==> src/rtl/star_demux_pkg.sv <==
// Shared encodings for the star ring: route codes, demux FSM states and the
// broadcast address helper.
package star_demux_pkg;

    // Where the current packet goes.
    typedef enum logic [1:0] {
        ROUTE_LOC  = 2'd0,
        ROUTE_FWD  = 2'd1,
        ROUTE_BOTH = 2'd2
    } route_e;

    // Demux FSM: IDLE decodes headers, PKT_* hold the locked route until TLAST.
    typedef enum logic [1:0] {
        IDLE     = 2'd0,
        PKT_LOC  = 2'd1,
        PKT_FWD  = 2'd2,
        PKT_BOTH = 2'd3
    } state_e;

    // All-ones address of a destination field of the given width.
    function automatic logic [63:0] bcast_addr(input int unsigned width);
        if (width >= 64) begin
            return '1;
        end
        return (64'd1 << width) - 64'd1;
    endfunction

    // State entered when a multi-flit packet starts on the given route.
    function automatic state_e route_to_state(input route_e route);
        case (route)
            ROUTE_LOC:  return PKT_LOC;
            ROUTE_BOTH: return PKT_BOTH;
            default:    return PKT_FWD;
        endcase
    endfunction

endpackage

==> src/rtl/star_demux_bhand.sv <==
// Single-stage registered handshake buffer. The output valid comes straight
// from a flop, so it never depends combinationally on odata_rdy; the stage
// refills in the same cycle it drains, giving one flit per cycle.
module star_demux_bhand #(
    parameter int unsigned WIDTH = 65
) (
    input  logic             clk,
    input  logic             rst,
    input  logic [WIDTH-1:0] idata,
    input  logic             idata_vld,
    output logic             idata_rdy,
    output logic [WIDTH-1:0] odata,
    output logic             odata_vld,
    input  logic             odata_rdy
);

    logic [WIDTH-1:0] data_q;
    logic             vld_q;

    assign idata_rdy = !vld_q || odata_rdy;
    assign odata     = data_q;
    assign odata_vld = vld_q;

    // Load a new flit whenever the stage is empty or being drained this cycle.
    always_ff @(posedge clk or negedge rst) begin
        if (!rst) begin
            // NOTE: the data register is reset too because the outputs must read
            // zero while in reset; a plain pipeline register would not need it.
            vld_q  <= 1'b0;
            data_q <= '0;
        end else if (idata_rdy) begin
            // NOTE: non-blocking assignments keep every flop sampling the
            // pre-edge values, independent of statement order.
            vld_q <= idata_vld;
            if (idata_vld) begin
                data_q <= idata;
            end
        end
    end

endmodule

==> src/rtl/star_demux.sv <==
// Receive-side packet demultiplexer for the star-arbiter ring. The header flit's
// destination field picks local delivery, forwarding, or both (broadcast); the
// choice is held until TLAST. Each output is registered through its own buffer.
module star_demux
    import star_demux_pkg::*;
#(
    parameter int unsigned            DATA_WIDTH    = 64,
    parameter int unsigned            DEST_LSB      = 0,
    parameter int unsigned            DEST_WIDTH    = 8,
    parameter logic [DEST_WIDTH-1:0]  MY_ADDR       = '0,
    parameter int unsigned            PKT_CNT_WIDTH = 16
) (
    input  logic                     clk,
    input  logic                     rst,
    input  logic [DATA_WIDTH-1:0]    in_TDATA,
    input  logic                     in_TVALID,
    input  logic                     in_TLAST,
    output logic                     in_TREADY,
    output logic [DATA_WIDTH-1:0]    loc_TDATA,
    output logic                     loc_TVALID,
    output logic                     loc_TLAST,
    input  logic                     loc_TREADY,
    output logic [DATA_WIDTH-1:0]    nxt_TDATA,
    output logic                     nxt_TVALID,
    output logic                     nxt_TLAST,
    input  logic                     nxt_TREADY,
    output logic [PKT_CNT_WIDTH-1:0] loc_pkts,
    output logic [PKT_CNT_WIDTH-1:0] fwd_pkts
);

    localparam logic [DEST_WIDTH-1:0] BCAST = DEST_WIDTH'(bcast_addr(DEST_WIDTH));

    state_e                state_q;
    state_e                state_d;
    route_e                hdr_route;
    route_e                route;
    logic [DEST_WIDTH-1:0] dest;
    logic                  accept;
    logic                  route_loc;
    logic                  route_fwd;
    logic                  loc_vld;
    logic                  loc_rdy;
    logic                  nxt_vld;
    logic                  nxt_rdy;
    logic                  ready;
    logic [DATA_WIDTH:0]   flit;
    logic [DATA_WIDTH:0]   loc_flit;
    logic [DATA_WIDTH:0]   nxt_flit;

    assign dest   = in_TDATA[DEST_LSB +: DEST_WIDTH];
    assign flit   = {in_TLAST, in_TDATA};
    // Nothing is accepted while reset is held.
    assign in_TREADY = ready && rst;
    assign accept    = in_TVALID && in_TREADY;

    // Decode the destination field as if the current flit were a header.
    always_comb begin
        // NOTE: every combinational output gets a default first so no path
        // leaves it unassigned and infers a latch.
        hdr_route = ROUTE_FWD;
        if (dest == MY_ADDR) begin
            hdr_route = ROUTE_LOC;
        end else if (dest == BCAST) begin
            hdr_route = ROUTE_BOTH;
        end
    end

    // Effective route: live decode in IDLE, locked route inside a packet.
    always_comb begin
        route = hdr_route;
        case (state_q)
            PKT_LOC:  route = ROUTE_LOC;
            PKT_FWD:  route = ROUTE_FWD;
            PKT_BOTH: route = ROUTE_BOTH;
            default:  route = hdr_route;
        endcase
    end

    assign route_loc = (route == ROUTE_LOC) || (route == ROUTE_BOTH);
    assign route_fwd = (route == ROUTE_FWD) || (route == ROUTE_BOTH);

    // Steer the input handshake; a broadcast flit is written to both buffers
    // in the same cycle or to neither.
    always_comb begin
        loc_vld = 1'b0;
        nxt_vld = 1'b0;
        ready   = 1'b0;
        case (route)
            ROUTE_LOC: begin
                loc_vld = in_TVALID;
                ready   = loc_rdy;
            end
            ROUTE_FWD: begin
                nxt_vld = in_TVALID;
                ready   = nxt_rdy;
            end
            default: begin
                loc_vld = in_TVALID && nxt_rdy;
                nxt_vld = in_TVALID && loc_rdy;
                ready   = loc_rdy && nxt_rdy;
            end
        endcase
    end

    // Next state: open a packet on a non-final header, close it on TLAST.
    always_comb begin
        state_d = state_q;
        if (accept) begin
            if (state_q == IDLE) begin
                if (!in_TLAST) begin
                    state_d = route_to_state(hdr_route);
                end
            end else if (in_TLAST) begin
                state_d = IDLE;
            end
        end
    end

    // State register.
    always_ff @(posedge clk or negedge rst) begin
        if (!rst) begin
            state_q <= IDLE;
        end else begin
            state_q <= state_d;
        end
    end

    // Count packets whose final flit was accepted toward each output.
    always_ff @(posedge clk or negedge rst) begin
        if (!rst) begin
            loc_pkts <= '0;
            fwd_pkts <= '0;
        end else if (accept && in_TLAST) begin
            if (route_loc) begin
                loc_pkts <= loc_pkts + PKT_CNT_WIDTH'(1);
            end
            if (route_fwd) begin
                fwd_pkts <= fwd_pkts + PKT_CNT_WIDTH'(1);
            end
        end
    end

    star_demux_bhand #(
        .WIDTH (DATA_WIDTH + 1)
    ) u_loc_buf (
        .clk       (clk),
        .rst       (rst),
        .idata     (flit),
        .idata_vld (loc_vld),
        .idata_rdy (loc_rdy),
        .odata     (loc_flit),
        .odata_vld (loc_TVALID),
        .odata_rdy (loc_TREADY)
    );

    star_demux_bhand #(
        .WIDTH (DATA_WIDTH + 1)
    ) u_nxt_buf (
        .clk       (clk),
        .rst       (rst),
        .idata     (flit),
        .idata_vld (nxt_vld),
        .idata_rdy (nxt_rdy),
        .odata     (nxt_flit),
        .odata_vld (nxt_TVALID),
        .odata_rdy (nxt_TREADY)
    );

    assign {loc_TLAST, loc_TDATA} = loc_flit;
    assign {nxt_TLAST, nxt_TDATA} = nxt_flit;

endmodule

==> config.mk <==
export PLATFORM = sky130hd
export DESIGN_NAME = star_demux
export DESIGN_NICKNAME = d
export VERILOG_FILES = /design/src/rtl/star_demux_pkg.sv /design/src/rtl/star_demux_bhand.sv /design/src/rtl/star_demux.sv
export SDC_FILE = /design/constraint.sdc
export NUM_CORES = 1
export LEC_CHECK = 0
export CORE_MARGIN = 2
export CORE_UTILIZATION = 46
export CTS_BUF_LIST = sky130_fd_sc_hd__clkbuf_16
export CTS_CLUSTER_DIAMETER = 50
export CTS_CLUSTER_SIZE = 12
export DETAILED_ROUTE_END_ITERATION = 16
export PLACE_DENSITY = 0.8
export SLEW_MARGIN = 15
export SYNTH_ARGS = -nofsm -noshare
export SYNTH_HDL_FRONTEND = slang
export SYNTH_HIERARCHICAL = 1
export SYNTH_SLANG_ARGS = --single-unit
==> constraint.sdc <==
create_clock -name clk -period 2.86 [get_ports clk]
set_clock_uncertainty 0.2 [all_clocks]
set_input_delay 0.572 -clock clk [delete_from_list [all_inputs] [get_ports clk]]
set_output_delay 0.572 -clock clk [all_outputs]
set_load 0.005 [all_outputs]
==> impl_metrics.csv, run 1 <==
group,metric,value,unit
status,status,"completed",
synth,synth_area,7230,µm²
final_layout,final_cells,969,
synth,synth.avg_cell_area,16.0,µm²
route,wl,18400,µm
global_routing,grt_pass1_wl,28600,µm
global_routing,grt-ovfl-total,0,
hold_path,hp-class,"input port to asynchronous set/reset pin",
setup_path,critPathLaunchType,"input port",
die,die_area,16700,µm²
final_layout,diodes,0,
route,vias_per_cell,4.97,
setup_path,reg2reg_slack,0.11,ns
setup_path,endpoint_kind,"output port",
clocking,cts.clk_slew.worst_paths,0.06,ns
global_routing,grtUsageMet1,0.276,
synth,ys_top_cells_by_count,"166 x dfrtp_1, 100 x mux2_4, 32 x mux2_2",
route,vias,4818,
synth,synth_cells,451,
synth,yosys_warnings,6,
setup_path,r2r-end,"loc_pkts[2]",
power_and_ir_drop,max-vdd-ir-drop,0.394,mV
global_routing,grt.busiest_layer,"met2",
timing,setup_violations,0,
global_routing,met2_usage,0.383,
final_layout,ff_latch_area,4150,µm²
die,die_h,129,µm
synth,syn_nets,526,
timing,hold_viol,0,
power_and_ir_drop,total_power,6.73,mW
timing,fmax,357,MHz
placement,dp_hpwl,13000,µm
die,fp.dieW,129,µm
synth,synthTopCellsByArea,"dfrtp_1 57%, mux2_4 21%, mux2_2 5.0%, buf_12 3.3%, xor2_1 2.4%",
global_routing,grt_pass1_vias,5231,
timing,drv_slew,0,
synth,synth_top_cell_area_share,0.574,
route,wl_per_cell,19.0,µm
synth,yosys.area.top_type,"dfrtp_1",
synth,synthArstFlopShare,1.00,
timing,tightest_slew,0.680,ns
final_layout,multiInputGateArea,2870,µm²
setup_path,cp_max_fo,3,
setup_path,r2r-start,"state_q[0]",
synth,ys.flop_type,"dfrtp_1",
die,rows,45,
clocking,postCtsHoldBufs,0,
synth,synth_cell_types,38,
route,dr.pass1.iters,5,
global_routing,grt_usage,0.222,
die,start_util,0.474,
clocking,clk_root_buffer_cell,"clkbuf_16",
die,pin_count,235,
global_routing,grt_max_degree,133,
timing,rsz0062_at_grt,"true",
run,cap_viol_max_count,0,
power_and_ir_drop,leakagePower,5.04,nW
placement,routabilityCongestion,0.886,
clocking,insertion_delay,0.41,ns
timing,maxSlewHeadroom,0.547,
synth,synth_edf_count,0,
power_and_ir_drop,power_density,628,nW/µm²
setup_path,cp_data_arrival_time,2.03,ns
clocking,cts_tree,"yes",
final_layout,syn_to_final_growth,48.2,%
setup_path,worstSetupPathType,"input port to output port",
synth,yosysSeqAreaShare,0.574,
global_routing,antenna_found_initial,0,
placement,place.detailed.instances,922,
clocking,cts.path.max_buffers,2,
die,core_area,15300,µm²
clocking,htreeDepth,4,
global_routing,grt_use_met3,0.0595,
clocking,clock_sinks,166,
placement,port-buffer-count,234,
setup_path,worstPathRequired,2.09,ns
synth,yosysMostFrequentCell,"dfrtp_1",
final_layout,fill_cells,1014,
clocking,cts_buffers,17,
setup_path,rr_worst_depth,13,
route,ant_nets,0,
route,drt_iter0_markers,294,
final_layout,drive_gt1_frac,0.327,
timing,period_needed,2.80,ns
route,drc,0,
synth,ys_seq_elements,166,
final_layout,final_nets,820,
timing,fin_crit_sh,0.979,
## cells by family (layout without fill, tap and decap cells)
group | Yosys count | after routing | share of synthesized area
compound gates | 20 | 20 | 0.0215
xor+xnor | 30 | 30 | 0.0363
fa+ha+maj | 5 | 5 | 0.00865
buf+inv | 21 | 328 | 0.0391
flops | 166 | 166 | 0.574
mux | 132 | 132 | 0.257
simple gates | 77 | 77 | 0.0626
## power breakdown
group	total, mW	switching, mW	internal [mW]
Sequential	2.88	0.218	2.67
Clock	2.38	0.923	1.45
Combinational	1.47	0.452	1.02
## flip-flops by register name, indices dropped and copies added, names as in the netlist
name / count
u_nxt_buf/odata_vld: 1
u_loc_buf/odata_vld: 1
u_nxt_buf/odata: 65
fwd_pkts: 16
state_q: 2
loc_pkts: 16
u_loc_buf/odata: 65
## worst max-delay path by stage
stage                           start     endpoint  slack, ns  depth (start not counted)
after floorplan           in_TDATA[0]  loc_pkts[1]       0.02                          8
after global placement    in_TDATA[4]    in_TREADY      -0.80                          9
after detailed placement  in_TDATA[0]    in_TREADY      -0.82                          9
after CTS                 in_TDATA[6]    in_TREADY      0.002                          9
after global routing      in_TDATA[4]    in_TREADY     -0.005                          9
final                     in_TDATA[3]    in_TREADY       0.06                          9
## cell usage in the layout (no fill, tap or decap), drive strengths merged, types with 5 or more instances in the layout
| master | instances |
|---|---|
| a21oi | 5 |
| nand3 | 11 |
| buf | 67 |
| xnor2 | 10 |
| clkdlybuf4s50 | 224 |
| nand4 | 9 |
| dfrtp | 166 |
| nand2b | 6 |
| inv | 7 |
| nor4 | 13 |
| xor2 | 20 |
| nor3 | 7 |
| ha | 5 |
| nand2 | 17 |
| clkbuf | 19 |
| mux2 | 132 |
## metrics by stage
step,hold slack (ns),setup TNS [ns],utilization,setup WS [ns],cell area [µm²]
2_1_floorplan,0.0764,0,-,0.0178,7230
3_3_place_gp,0.260,-92.41,0.653,-0.803,9960
3_5_place_dp,0.260,-101.34,0.653,-0.819,9960
4_1_cts,0.0235,0,0.702,0.00243,10700
5_1_grt,0.0512,-0.00483,0.702,-0.00483,10700
6_report,0.0151,0,0.702,0.0612,10700
## critical path: stages
cell	delay [ns]
buf_2	0.13
nor4_4	0.30
nand2_1	0.14
a21oi_2	0.21
nor2_1	0.07
ha_2	0.20
o21ai_2	0.18
a21boi_2	0.09
buf_2	0.13
## routing by layer
layer / wire length (µm) / part of all wire
met2: 9420 / 0.51
met3: 1190 / 0.065
met1: 7550 / 0.41
met5: 0 / 0
met4: 247 / 0.013
## area by class of cell
cell class,count,share of cell area
clock buffer,17,0.0397
inverter,3,0.00105
clock inverter,15,0.0176
sequential,166,0.388
timing repair buffer,293,0.262
multi-input combinational,264,0.268
tap,211,0.0246
## repair_timing
item / in CTS / in global routing
resized for setup: 36 / 15
pin swaps: 8 / 9
setup endpoints to repair: 160 / 128
buffers inserted: 12 / 3
Power figures use the tool's default switching activity.
==> run 2, diff against run 1 <==
--- a/config.mk
+++ b/config.mk
@@ -6,12 +6,12 @@
 export NUM_CORES = 1
 export LEC_CHECK = 0
 export CORE_MARGIN = 2
-export CORE_UTILIZATION = 46
+export CORE_UTILIZATION = 43
 export CTS_BUF_LIST = sky130_fd_sc_hd__clkbuf_16
 export CTS_CLUSTER_DIAMETER = 50
 export CTS_CLUSTER_SIZE = 12
 export DETAILED_ROUTE_END_ITERATION = 16
-export PLACE_DENSITY = 0.8
+export PLACE_DENSITY = 0.75
 export SLEW_MARGIN = 15
 export SYNTH_ARGS = -nofsm -noshare
 export SYNTH_HDL_FRONTEND = slang
==> impl_metrics.csv, run 2 (synthesized netlist as in run 1, its figures left out) <==
group,metric,value,unit
setup_path,endpoint_kind,"output port",
setup_path,cp_data_arrival_time,2.01,ns
final_layout,layout_commonest_cell,"clkdlybuf4s50_1",
global_routing,grt_pass1_wl,28100,µm
timing,hold_viol,0,
clocking,insertion_delay,0.41,ns
die,fp.dieW,134,µm
route,wl_per_cell,18.2,µm
power_and_ir_drop,leakagePower,4.94,nW
timing,tightest_slew,0.864,ns
clocking,cts.path.max_buffers,2,
die,rows,47,
final_layout,diodes,0,
global_routing,grt_max_degree,156,
hold_path,hp-class,"flop to flop",
timing,drv_slew,0,
clocking,clock_sinks,166,
timing,period_needed,2.78,ns
setup_path,cp_max_fo,3,
die,start_util,0.438,
power_and_ir_drop,max-vdd-ir-drop,0.425,mV
final_layout,final_nets,803,
route,vias,4689,
global_routing,antenna_found_initial,0,
final_layout,syn_to_final_growth,45.7,%
route,dr.pass1.iters,4,
setup_path,worstPathRequired,2.09,ns
placement,routabilityCongestion,0.822,
die,pin_count,235,
setup_path,r2r-start,"state_q[0]",
hold_path,hold_depth,1,
route,drt_iter0_markers,240,
power_and_ir_drop,total_power,6.47,mW
final_layout,drive_gt1_frac,0.306,
timing,maxSlewHeadroom,0.424,
run,cap_viol_max_count,0,
status,status,"completed",
final_layout,most-common-layout-cells,"224 x clkdlybuf4s50_1, 166 x dfrtp_1, 100 x mux2_4, 34 x buf_4, 32 x mux2_2",
die,die_area,17900,µm²
power_and_ir_drop,power_density,614,nW/µm²
global_routing,grt-ovfl-total,0,
global_routing,grt_pass1_vias,5219,
timing,fin_crit_sh,0.972,
route,vias_per_cell,4.89,
global_routing,grt_usage,0.200,
final_layout,multiInputGateArea,2850,µm²
die,core_area,16500,µm²
die,die_h,134,µm
clocking,cts_tree,"yes",
setup_path,worstSetupPathType,"input port to output port",
clocking,cts_buffers,17,
placement,port-buffer-count,234,
timing,fmax,360,MHz
clocking,clk_root_buffer_cell,"clkbuf_16",
placement,dp_hpwl,12100,µm
route,ant_nets,0,
route,drc,0,
clocking,cts.clk_slew.worst_paths,0.06,ns
clocking,htreeDepth,4,
setup_path,rr_worst_depth,9,
setup_path,critPathLaunchType,"input port",
final_layout,ff_latch_area,4150,µm²
route,wl,17400,µm
timing,setup_violations,0,
timing,rsz0062_at_grt,"false",
setup_path,crit_start,"in_TDATA[0]",
hold_path,worstHoldStart,"loc_pkts[15]",
timing,fin_hold_ws,0.268,ns
final_layout,fill_cells,1221,
[run 2: cell types whose count changed in the layout (fill, tap and decap cells not counted), moves of 2 or more]
cell	delta
buf_4	-20
buf_6	+2
bufinv_16	-2
ha_1	+2
nand2_2	+2
[run 2: timing repair]
item                                   in CTS  in global routing
pin swaps                                   8                  7
hold buffers                                1                  0
buffers inserted                           10                  0
setup endpoints to repair                 158                152
endpoints found under the hold margin      11                  0
resized for setup                          36                 15
[run 2: power by group]
group,internal [mW],switching [mW],total (mW)
Clock,1.26,0.883,2.14
Sequential,2.67,0.213,2.88
Combinational,1.01,0.438,1.45
[run 2: final cells by class]
type,instances,area share
Tap cell,220,0.0261
Multi-Input combinational cell,264,0.271
Inverter,3,0.00107
Clock inverter,13,0.0114
Timing Repair Buffer,276,0.256
Clock buffer,17,0.0404
Sequential cell,166,0.394
[run 2: stage by stage]
step | utilization | setup TNS [ns] | worst slack (ns) | area (µm²) | std cells
floorplan | - | 0 | 0.0178 | 7230 | 451
global placement | 0.598 | -94.85 | -0.748 | 9890 | 918
detailed placement | 0.598 | -101.61 | -0.794 | 9890 | 918
CTS | 0.638 | 0 | 0.00716 | 10500 | 959
global route | 0.638 | 0 | 0.0149 | 10500 | 959
finish | 0.638 | 0 | 0.0808 | 10500 | 959
[run 2: worst paths after layout]
check / endpoint / slack (ns)
max in group asynchronous: u_nxt_buf/odata[3] / 0.97
worst min register to register: loc_pkts[15] / 0.27
worst max-delay path: in_TREADY / 0.08
min in group asynchronous: u_loc_buf/odata[5] / 0.42
worst min-delay path: loc_pkts[15] / 0.27
worst max register to register: u_nxt_buf/odata[62] / 0.21
[run 2: per-layer routing]
layer / track usage / vias to the layer above / wire length [µm]
met1: 0.255 / 2346 / 7580
met5: 0 / - / 0
met4: 0.0573 / 0 / 225
li1: - / 2160 / -
met2: 0.328 / 167 / 8310
met3: 0.0670 / 16 / 1320
[run 2: critical path, cell delays in order]
cell and delay, ns:
buf_2 0.13, nor4_4 0.30, nand2_2 0.14, a21oi_4 0.17
buf_6 0.12, nor2_2 0.03, ha_2 0.19, o21ai_2 0.15
a21boi_2 0.08, buf_2 0.13
==> run 3, diff against run 2 <==
--- a/config.mk
+++ b/config.mk
@@ -5,13 +5,16 @@
 export SDC_FILE = /design/constraint.sdc
 export NUM_CORES = 1
 export LEC_CHECK = 0
+export CELL_PAD_IN_SITES_DETAIL_PLACEMENT = 0
+export CELL_PAD_IN_SITES_GLOBAL_PLACEMENT = 1
 export CORE_MARGIN = 2
-export CORE_UTILIZATION = 43
+export CORE_UTILIZATION = 34
 export CTS_BUF_LIST = sky130_fd_sc_hd__clkbuf_16
 export CTS_CLUSTER_DIAMETER = 50
 export CTS_CLUSTER_SIZE = 12
 export DETAILED_ROUTE_END_ITERATION = 16
-export PLACE_DENSITY = 0.75
+export HOLD_SLACK_MARGIN = 0.02
+export PLACE_DENSITY_LB_ADDON = 0.1
 export SLEW_MARGIN = 15
 export SYNTH_ARGS = -nofsm -noshare
 export SYNTH_HDL_FRONTEND = slang
==> constraint.sdc (replaced) <==
create_clock -name clk -period 2.31 [get_ports clk]
set_clock_uncertainty 0.2 [all_clocks]
set_input_delay 0.462 -clock clk [delete_from_list [all_inputs] [get_ports clk]]
set_output_delay 0.462 -clock clk [all_outputs]
set_load 0.005 [all_outputs]
==> impl_metrics.csv, run 3 (synthesized netlist as in run 1, its figures left out) <==
group,metric,value,unit
route,wl_per_cell,18.2,µm
final_layout,finalInstanceArea,11800,µm²
placement,place_area,10300,µm²
route,vias,4912,
global_routing,grt_usage,0.170,
hold_path,hp-class,"input port to flop",
hold_path,min_to,"u_nxt_buf/odata[1]",
setup_path,cp_data_arrival_time,2.74,ns
power_and_ir_drop,leakagePower,5.64,nW
timing,fmax,380,MHz
die,fp.dieW,150,µm
setup_path,r2r-end,"u_loc_buf/odata[0]",
timing,drv_slew,0,
final_layout,final_cells,1057,
setup_path,r2r-start,"state_q[0]",
power_and_ir_drop,power_density,709,nW/µm²
die,pin_count,235,
hold_path,worstHoldStart,"in_TDATA[1]",
timing,fin_crit_sh,1.14,
setup_path,critPathLaunchType,"input port",
route,wl,19200,µm
clocking,clk_root_buffer_cell,"clkbuf_16",
timing,setup_violations,161,
clocking,insertion_delay,0.42,ns
hold_path,hold_depth,2,
die,die_area,22500,µm²
status,status,"finished with violations",
timing,hold_viol,0,
final_layout,layout_commonest_cell,"clkdlybuf4s50_1",
clocking,cts.path.max_buffers,2,
power_and_ir_drop,total_power,8.35,mW
global_routing,antenna_found_initial,1,
final_layout,most-common-layout-cells,"224 x clkdlybuf4s50_1, 166 x dfrtp_1, 124 x mux2_4, 44 x buf_4, 20 x xor2_1",
route,vias_per_cell,4.65,
status,violations,"negative setup slack",
placement,port-buffer-count,234,
route,drc,0,
power_and_ir_drop,max-vdd-ir-drop,0.491,mV
die,start_util,0.345,
timing,setup_slack,-0.322,ns
placement,preCtsSetupSlack,-1.21,ns
global_routing,grt-ovfl-total,0,
final_layout,fin_util,0.562,
timing,tightest_slew,0.848,ns
timing,rsz0062_at_grt,"true",
placement,dp_hpwl,12700,µm
setup_path,worstSetupPathType,"input port to flop",
global_routing,grt_pass1_wl,29600,µm
setup_path,cp_max_fo,6,
clocking,cts.clk_slew.worst_paths,0.07,ns
clocking,htreeDepth,4,
route,dr.pass1.iters,4,
route,drt_iter0_markers,198,
global_routing,grt_max_degree,151,
placement,routabilityCongestion,0.779,
clocking,clock_sinks,166,
final_layout,syn_to_final_growth,63.0,%
placement,place.detailed.instances,986,
die,rows,53,
die,die_h,150,µm
setup_path,reg2reg_slack,-0.32,ns
final_layout,final_nets,843,
run,cap_viol_max_count,0,
clocking,cts_tree,"yes",
setup_path,rr_worst_depth,11,
timing,maxSlewHeadroom,0.435,
timing,period_needed,2.63,ns
global_routing,grt_pass1_vias,5232,
clocking,cts_buffers,17,
die,core_area,21000,µm²
setup_path,endpoint_kind,"flop",
setup_path,worstPathRequired,2.42,ns
route,ant_nets,0,
final_layout,drive_gt1_frac,0.391,
## run 3: report_power, final
part | internal (mW) | total (mW) | leakage (nW) | switching [mW]
registers | 3.30 | 3.55 | 2.07 | 0.256
logic | 1.37 | 1.96 | 3.29 | 0.590
clock network | 1.54 | 2.84 | 0.288 | 1.30
total | 6.21 | 8.35 | 5.64 | 2.15
## run 3: what timing repair did
item | CTS | global route
gates resized for setup | 100 | 43
buffers inserted | 19 | 12
hold buffers | 1 | 0
endpoints found under the hold margin | 16 | 0
gates cloned | 5 | 3
endpoints found under the setup margin | 167 | 164
pin swaps | 25 | 29
## run 3: how the worst max path moves through the flow
| stage | start | end | slack (ns) | depth (start not counted) |
|---|---|---|---|---|
| 2_1_floorplan | in_TDATA[4] | u_loc_buf/odata[11] | -0.25 | 11 |
| 3_3_place_gp | in_TDATA[0] | in_TREADY | -1.14 | 9 |
| 3_5_place_dp | in_TDATA[1] | in_TREADY | -1.21 | 9 |
| 4_1_cts | in_TDATA[3] | u_loc_buf/odata[52] | -0.28 | 15 |
| 5_1_grt | in_TDATA[0] | u_loc_buf/odata[3] | -0.41 | 15 |
| 6_report | in_TDATA[5] | u_loc_buf/odata[0] | -0.32 | 13 |
## run 3: layer usage
metal | global-route usage | up-vias | routed length [µm]
met3 | 0.0473 | 6 | 1040
met2 | 0.282 | 142 | 9690
met4 | 0.0382 | 0 | 116
met1 | 0.222 | 2508 | 8370
met5 | 0 | - | 0
li1 | - | 2256 | -
## run 3: per-stage QoR
| stage | hold WS [ns] | TNS (ns) |
|---|---|---|
| 2_1_floorplan | -0.0336 | -32.77 |
| 3_3_place_gp | 0.254 | -172.91 |
| 3_5_place_dp | 0.258 | -178.18 |
| 4_1_cts | 0.0661 | -29.34 |
| 5_1_grt | 0.0610 | -51.98 |
| 6_report | 0.0834 | -40.30 |
## run 3: worst max-delay path: stages
cell	delay [ns]
buf_4	0.11
nand4_1	0.11
or2_4	0.27
o31a_1	0.34
buf_4	0.16
ha_4	0.17
buf_6	0.11
o21a_1	0.20
nand2_4	0.11
buf_6	0.12
buf_12	0.11
buf_12	0.13
mux2_2	0.33
## run 3: final cells by class
cell class	instances	area [µm²]
fillers	1686	9170
flip-flops and latches	166	4150
repair buffers	316	3370
multi-input cells	264	3310
clock buffers	17	425
well taps	275	344
clock inverters	15	165
inverters	3	11.3
diodes	1	2.50
==> variant: new RTL, settings of run 2 <==
The parameter `PKT_CNT_WIDTH` goes from 16 to 12.
--- a/src/rtl/star_demux.sv
+++ b/src/rtl/star_demux.sv
@@ -8,7 +8,7 @@
     parameter int unsigned            DEST_LSB      = 0,
     parameter int unsigned            DEST_WIDTH    = 8,
     parameter logic [DEST_WIDTH-1:0]  MY_ADDR       = '0,
-    parameter int unsigned            PKT_CNT_WIDTH = 16
+    parameter int unsigned            PKT_CNT_WIDTH = 12
 ) (
     input  logic                     clk,
     input  logic                     rst,
Ports: changed (resized fwd_pkts and loc_pkts); port bits go from 235 to 227. The function was not compared with the original's and may differ.
==> variant against run 2 <==
Synthesized area shrank 5.6%; sequential cell count decreased by 8; design area down 3.4%; worst setup slack got worse by 0.040 ns; largest power group unchanged; sequential power is 4% lower; total power decreased by 0.38%; critical path type unchanged; wire length fell by 2.8%.
==> variant: results (changes against run 2) <==
[worst_setup_path]
rrSetupSlack_ns = 0.21  ; about the same
r2r_start = state_q[0]$_DFFE_PN0P_
worst-r2r-cell-count = 11  ; +2
crit_fanout = 3  ; unchanged
timing.rr.end = u_nxt_buf/odata[29]$_DFFE_PN0P_
critical_path_arrival_ns = 2.05  ; +0.04 ns
critPathSlowestCell = o31a_1
max_stage_delay_ns = 0.32  ; +0.02 ns
critPathLaunch = in_TDATA[1]
cp_top_family = compound AO/OA/AOI/OAI gates
cp-endpoint = in_TREADY

[clock_tree]
numCtsBuffers = 17  ; unchanged
clock_latency_ns = 0.41  ; about the same
path_clk_slew_ns = 0.06  ; about the same
h-tree-depth = 4  ; unchanged
clockBufferDepth = 2  ; unchanged
cts_root_buf = clkbuf_16

[placement]
place_ws_ns = -0.777  ; +0.0161 ns
hpwl_microns = 11400  ; -5.2%
place_area_sq_mm = 0.00944  ; -4.5%
gp_congestion = 0.878  ; +6.9%
portBuffers = 226  ; -3.4%

[pwr]
clkPwrFrac = 0.345  ; +0.014
leakagePower_nw = 4.74  ; -3.9%
ir_drop_uv = 397  ; -6.7%
seq_power_share = 0.429  ; -0.016
internal_power_mw = 4.93  ; about the same

[min_path]
hp-class = in -> async

[logic_synthesis]
synthesis.nets = 490  ; -6.8%
async_reset_ff_frac = 1.00  ; unchanged
yosys-top-cells-area = dfrtp_1 (58%), mux2_4 (22%), mux2_2 (5.3%), buf_12 (3.5%), xnor2_1 (2.3%)
synth_cell_types = 39  ; +2.6%
yosys-top-cells-count = dfrtp_1 (158), mux2_4 (100), mux2_2 (32), xnor2_1 (18)
ys_seq_area_frac = 0.579  ; +0.00468
yosysWarnings = 6  ; unchanged

[finish]
drive_above_1_share = 0.341  ; +0.0351
fin_nets = 769  ; -4.2%
n_antenna_cell = 0  ; unchanged
fillers = 1160  ; -5.0%

[timing]
worst_pin_slew_ns = 0.852  ; -0.0122 ns
worst_slack_ns = 0.0404  ; -0.0404 ns

[global_routing]
track_usage = 0.199  ; -0.00137
grt_pass1_wl_microns = 26000  ; -7.6%
grt_max_degree = 159  ; +1.9%
grt_pass1_vias = 4840  ; -7.3%
antenna_found_initial = 0  ; unchanged

[detailed_routing]
vias = 4464  ; -4.8%
dr.first_iter.drc_count = 186  ; -23%
drt_first_pass_iters = 4  ; unchanged
wl_per_cell_microns = 18.4  ; +1.3%

[status]
run_status = completed

variant: cell types whose count changed in the layout (fill, tap and decap cells not counted), moves of 8 or more:
cell / run 2 / this run
buf_4: 34 / 42
xnor2_1: 10 / 18
xor2_1: 20 / 4
clkdlybuf4s50_1: 224 / 216
nor4_1: 11 / 0
dfrtp_1: 166 / 158
variant: metrics by stage:
step / hold WS [ns] / util / total power [mW] / setup TNS, ns / instances
detailed placement: 0.261 / 0.601 / 4.25 / -86.32 / 878
floorplan: 0.0764 / - / 3.30 / 0 / 415
global route: 0.177 / 0.648 / 6.73 / -0.0274 / 920
CTS: 0.172 / 0.644 / 6.50 / 0 / 915
global placement: 0.263 / 0.601 / 4.19 / -75.82 / 878
finish: 0.0896 / 0.648 / 6.44 / 0 / 920
variant: cell families (layout without fill, tap and decap cells):
logic type                 Yosys count  count (layout)  synth area share
DFF                                158             158             0.579
muxes                              132             132             0.273
and+or+nand+nor                     64              65            0.0535
xor gates and xnor gates            22              22            0.0282
buffers and inverters               18             306            0.0394
AOI/OAI and AO/OA                   16              16            0.0180
adders and majority gates            5               5           0.00916
variant: cell type report:
class | instances | area [sq um] | share of cell area
clock buffer | 17 | 425 | 0.0418
clock inverter | 12 | 146 | 0.0144
inverter | 2 | 7.51 | 0.000738
multi-input combinational | 240 | 2700 | 0.265
sequential | 158 | 3950 | 0.388
tap | 216 | 270 | 0.0266
timing repair buffer | 275 | 2680 | 0.263
variant: timing repair:
item                       4_1_cts  5_1_grt
setup endpoints to repair      134      101
gates cloned                     0        2
pin swaps                       10       12
resized for setup               37       15
hold buffers                     0        0
buffers inserted                 8        4
variant: layer usage:
layer  GRT usage  up-vias  wire length [microns]
li1            -     2028                      -
met1       0.249     2239                   7150
met2       0.327      162                   8350
met3      0.0541       35                    993
met4      0.0829        0                    443
met5           0        -                      0
